===== src/rtl/uart_tx_arbiter.sv =====
// Round-robin arbiter sharing one UART transmitter between NUM_REQ byte producers.
// Define UART_TX_ARB_TIMEOUT_EN to build in the WAIT_DONE watchdog (o_Timeout).
//
// state       | meaning
// ------------+---------------------------------------------------------
// S_IDLE      | no frame owned; arbitrate from ptr when any request is up
// S_ISSUE     | winner registered, one-cycle o_TX_DV strobe to the UART
// S_WAIT_DONE | waiting for i_TX_Done (or watchdog abort)
// S_GAP       | GAP_CLKS idle clocks before the next arbitration

module uart_tx_arbiter #(
    parameter int NUM_REQ      = 4,
    parameter int GAP_CLKS     = 0,
    parameter int CLKS_PER_BIT = 5208
) (
    input  logic                   i_Clock,
    input  logic                   i_Reset,
    input  logic [NUM_REQ-1:0]     i_Req,
    input  logic [NUM_REQ*8-1:0]   i_Data,
    output logic [NUM_REQ-1:0]     o_Grant,
    output logic [NUM_REQ-1:0]     o_Ack,
    output logic                   o_Busy,
    output logic                   o_TX_DV,
    output logic [7:0]             o_TX_Byte,
    input  logic                   i_TX_Done,
    output logic                   o_Timeout
);

    localparam int          PTR_W    = $clog2(NUM_REQ);
    localparam logic [15:0] GAP_LAST = 16'(GAP_CLKS - 1);

    typedef enum logic [1:0] {
        S_IDLE,
        S_ISSUE,
        S_WAIT_DONE,
        S_GAP
    } state_t;

    state_t             state;
    logic [PTR_W-1:0]   ptr;
    logic [PTR_W-1:0]   win_q;
    logic [15:0]        gap_cnt;

    logic               win_found;
    logic [PTR_W-1:0]   win_idx;
    logic [PTR_W-1:0]   cand;
    logic [NUM_REQ-1:0] win_onehot;
    logic               to_hit;

    function automatic logic [PTR_W-1:0] wrap_add(input logic [PTR_W-1:0] base, input int off);
        int s;
        s = int'(base) + off;
        if (s >= NUM_REQ) s = s - NUM_REQ;
        return PTR_W'(s);
    endfunction

    // First asserted request at or above ptr, wrapping to 0.
    always_comb begin
        win_found  = 1'b0;
        win_idx    = '0;
        cand       = '0;
        win_onehot = '0;
        for (int i = 0; i < NUM_REQ; i++) begin
            cand = wrap_add(ptr, i);
            if (!win_found && i_Req[cand]) begin
                win_found = 1'b1;
                win_idx   = cand;
            end
        end
        if (win_found) win_onehot[win_idx] = 1'b1;
    end

`ifdef UART_TX_ARB_TIMEOUT_EN
    localparam logic [23:0] TO_LAST = 24'(12 * CLKS_PER_BIT - 1);
    logic [23:0] to_cnt;
    assign to_hit = (to_cnt == TO_LAST);
`else
    // CLKS_PER_BIT only sizes the watchdog, which is not built here.
    logic unused_cfg;
    assign unused_cfg = (CLKS_PER_BIT > 0);
    assign to_hit     = 1'b0;
    assign o_Timeout  = 1'b0;
`endif

    always_ff @(posedge i_Clock) begin
        if (i_Reset) begin
            state     <= S_IDLE;
            ptr       <= '0;
            win_q     <= '0;
            gap_cnt   <= '0;
            o_Grant   <= '0;
            o_Ack     <= '0;
            o_Busy    <= 1'b0;
            o_TX_DV   <= 1'b0;
            o_TX_Byte <= 8'h00;
`ifdef UART_TX_ARB_TIMEOUT_EN
            to_cnt    <= '0;
            o_Timeout <= 1'b0;
`endif
        end else begin
            o_TX_DV <= 1'b0;
            o_Ack   <= '0;
`ifdef UART_TX_ARB_TIMEOUT_EN
            o_Timeout <= 1'b0;
`endif
            case (state)
                S_IDLE: begin
                    if (win_found) begin
                        state     <= S_ISSUE;
                        win_q     <= win_idx;
                        o_Grant   <= win_onehot;
                        o_TX_Byte <= i_Data[8*int'(win_idx) +: 8];
                        o_TX_DV   <= 1'b1;
                        o_Busy    <= 1'b1;
                    end
                end

                S_ISSUE: begin
                    state <= S_WAIT_DONE;
`ifdef UART_TX_ARB_TIMEOUT_EN
                    to_cnt <= '0;
`endif
                end

                S_WAIT_DONE: begin
                    if (i_TX_Done || to_hit) begin
                        o_Ack   <= o_Grant;
                        o_Grant <= '0;
                        ptr     <= wrap_add(win_q, 1);
                        gap_cnt <= '0;
`ifdef UART_TX_ARB_TIMEOUT_EN
                        o_Timeout <= ~i_TX_Done;
`endif
                        if (GAP_CLKS == 0) begin
                            state  <= S_IDLE;
                            o_Busy <= 1'b0;
                        end else begin
                            state  <= S_GAP;
                        end
                    end
`ifdef UART_TX_ARB_TIMEOUT_EN
                    else begin
                        to_cnt <= to_cnt + 24'd1;
                    end
`endif
                end

                S_GAP: begin
                    if (gap_cnt == GAP_LAST) begin
                        state  <= S_IDLE;
                        o_Busy <= 1'b0;
                    end else begin
                        gap_cnt <= gap_cnt + 16'd1;
                    end
                end

                default: state <= S_IDLE;
            endcase
        end
    end

endmodule


===== config.mk =====
export PLATFORM = sky130hd
export DESIGN_NAME = uart_tx_arbiter
export DESIGN_NICKNAME = d
export VERILOG_FILES = /design/src/rtl/uart_tx_arbiter.sv
export SDC_FILE = /design/constraint.sdc
export NUM_CORES = 1
export LEC_CHECK = 0
export CAP_MARGIN = 20
export CORE_MARGIN = 2
export CORE_UTILIZATION = 49
export CTS_BUF_LIST = sky130_fd_sc_hd__clkbuf_8
export DETAILED_ROUTE_END_ITERATION = 10
export PLACE_DENSITY = 0.78
export SETUP_SLACK_MARGIN = 0.2
export SYNTH_ARGS = -nofsm -noshare
export SYNTH_HDL_FRONTEND = slang
export SYNTH_SLANG_ARGS = --single-unit

===== constraint.sdc =====
create_clock -name i_Clock -period 2.01 [get_ports i_Clock]
set_input_delay 0.402 -clock i_Clock [delete_from_list [all_inputs] [get_ports i_Clock]]
set_output_delay 0.402 -clock i_Clock [all_outputs]
set_load 0.01 [all_outputs]

==> results.json <==
{
  "critPathRequiredTime_ps": 2190,
  "yosysWarnings": 0,
  "intPower_w": 0.00145,
  "grt.total_usage": 0.242,
  "cts_buffer_depth": 2,
  "cts-buffers-inserted": 5,
  "p_seq_frac": 0.443,
  "fp.dieW_um": 68.3,
  "place_congestion": 0.793,
  "p_per_area_nw_per_um2": 692,
  "antenna_left": 0,
  "irDropWorstVdd_v": 0.000323,
  "layout_setup_ws_ps": 312,
  "synth_compound_area_frac": 0.238,
  "yosysSeqAreaShare": 0.396,
  "final_nets": 346,
  "slew_headroom": 0.614,
  "hold_class": "flip-flop to flip-flop",
  "avgSynthCellArea_um2": 8.39,
  "skew_ps": 7.99,
  "ys.flop_type": "dfxtp_1",
  "rsz0062_at_grt": "yes",
  "synth-adder-area-share": 0.00618,
  "cap_violations": 0,
  "wl_um": 5300,
  "first_pass_iters": 4,
  "timing.final.crit_share": 0.845,
  "synthXorXnorAreaFrac": 0.0519,
  "preCtsSetupSlack_ps": -150,
  "drive_above_1_share": 0.117,
  "mostFrequentLayoutCells": "clkdlybuf4s50_1 (54), dfxtp_1 (38), nor2_1 (21)",
  "startpoint_type": "flip-flop",
  "layout-area-overhead-vs-synth_pct": 41.7,
  "num_io_pins": 58,
  "die_area_um2": 4660,
  "muxShareOfSynthArea": 0,
  "place_area_um2": 2710,
  "p_comb_frac": 0.221,
  "p_clk_frac": 0.336,
  "critPathMaxFanout": 7,
  "syn_inst": 241,
  "grt_max_degree": 24,
  "fp.dieH_um": 68.3,
  "syn-num-nets": 281,
  "holdBufCountCts": 0,
  "finalMaxSlewViolations": 0,
  "grt_first_pass_wirelength_um": 8270,
  "setup-violations-final": 0,
  "clk_pin_slew_worst_paths_ps": 80,
  "numClockSinks": 40,
  "async_reset_ff_frac": 0,
  "antenna_found_initial": 0,
  "yosys_register_bits": 40,
  "finalHoldViolCount": 0,
  "total_power_w": 0.00198,
  "cp-end-kind": "flip-flop",
  "drc": 0,
  "synth_area_um2": 2020,
  "via_per_inst": 5.52,
  "htree_levels": 2,
  "min_period_ps": 1700,
  "synth.distinct_cells": 43,
  "n_antenna_cell": 0,
  "whs_ps": 487,
  "synth_edf_count": 0,
  "design_area_um2": 2870,
  "clockRootBuffer": "clkbuf_8",
  "worstMarginPinSlew_ps": 577,
  "grt_pass1_vias": 1843,
  "synthSimpleGateAreaFrac": 0.268,
  "arrival_ps": 1870,
  "setup_tns_ps": 0,
  "dpl.hpwl_um": 3760,
  "drtIter0Drc": 118,
  "swShare": 0.272,
  "initial_core_util": 0.506,
  "num_vias": 1971,
  "grt_overflow_total": 0,
  "p_sw_w": 0.000539,
  "clk_latency_ps": 300,
  "final_common_cell": "clkdlybuf4s50_1",
  "fmax_ghz": 0.589,
  "p_leak_nw": 1.10,
  "port_buffers": 56,
  "core_um2": 4000,
  "cts_tree": "yes",
  "critPathKind": "flip-flop to flip-flop",
  "rows": 23,
  "run_status": "finished, final reports clean",
  "wl_per_cell_um": 14.8,
  "synth_top_family_by_area": "simple AND/OR/NAND/NOR gates"
}
-- cell usage after synthesis (7+ instances only) --
cell	n	share of area
and2_1	7	0.022
and3_1	10	0.031
nand3_1	17	0.042
o21ai_1	8	0.020
dfxtp_1	40	0.40
xor2_1	11	0.048
nand2_1	8	0.015
o21bai_1	8	0.030
nor2_1	21	0.039
a21oi_1	17	0.042
a21boi_1	8	0.030
and4_1	7	0.030
a31oi_1	10	0.031
-- cell families (layout without fill, tap and decap cells) --
family | Yosys count | count (layout)
buf+inv | 17 | 83
flops | 40 | 40
compound gates | 74 | 74
simple gates | 96 | 96
fa+ha+maj | 1 | 1
xor+xnor | 12 | 12
other cells | 1 | 1
-- critical path, stage by stage (launching register included) --
cell	delay, ps
dfxtp_1	400
and4_1	250
nand4_1	240
buf_4	250
o21ai_0	200
xor2_1	180
nor2_1	50
-- power by group through the flow --
stage | clock (W) | combinational (W) | sequential, W
2_1_floorplan | 0 | 0.000198 | 0.000902
3_3_place_gp | 0 | 0.000428 | 0.000894
3_5_place_dp | 0 | 0.000433 | 0.000894
4_1_cts | 0.000680 | 0.000437 | 0.000877
5_1_grt | 0.000708 | 0.000479 | 0.000886
6_report | 0.000667 | 0.000439 | 0.000879
-- metal layers --
metal / vias up / wire length (um) / track usage
met5: - / 0 / 0
met4: 0 / 109 / 0.100
met3: 9 / 281 / 0.0691
met2: 59 / 2810 / 0.439
met1: 895 / 2100 / 0.261
li1: 1008 / - / -
-- stage by stage --
stage               std cells  utilization
global placement          347        0.677
finish                    357        0.717
detailed placement        347        0.677
global route              357        0.717
floorplan                 241            -
CTS                       355        0.707
-- area by class of cell --
| cell class | count | area [um^2] |
|---|---|---|
| Multi-Input combinational cell | 184 | 1170 |
| Fill cell | 329 | 1130 |
| Sequential cell | 40 | 803 |
| Timing Repair Buffer | 71 | 703 |
| Clock buffer | 5 | 68.8 |
| Tap cell | 50 | 62.6 |
| Clock inverter | 3 | 42.5 |
| Inverter | 4 | 15.0 |
-- flip-flops by register name, summed over array words and instances (netlist names) --
register and flops:
o_Grant 4, gap_cnt 16, o_Ack 4, o_TX_Byte 8, o_TX_DV 1, win_q 2, o_Busy 1, ptr 2
state 2
-- path summary, 6_finish.rpt --
path / startpoint / endpoint / slack, ps / cells after the start
setup reg to reg: gap_cnt[7] / gap_cnt[4] / 310 / 6
setup / recovery: gap_cnt[7] / gap_cnt[4] / 310 / 6
hold reg to reg: o_Grant[2] / o_Grant[2] / 490 / 2
hold / removal: o_Grant[2] / o_Grant[2] / 490 / 2
-- repair_timing --
action	CTS	global route
setup buffers	0	2
pin swaps	0	1
setup endpoints to repair	3	20
resized for setup	2	8
Power figures use the tool's default switching activity.
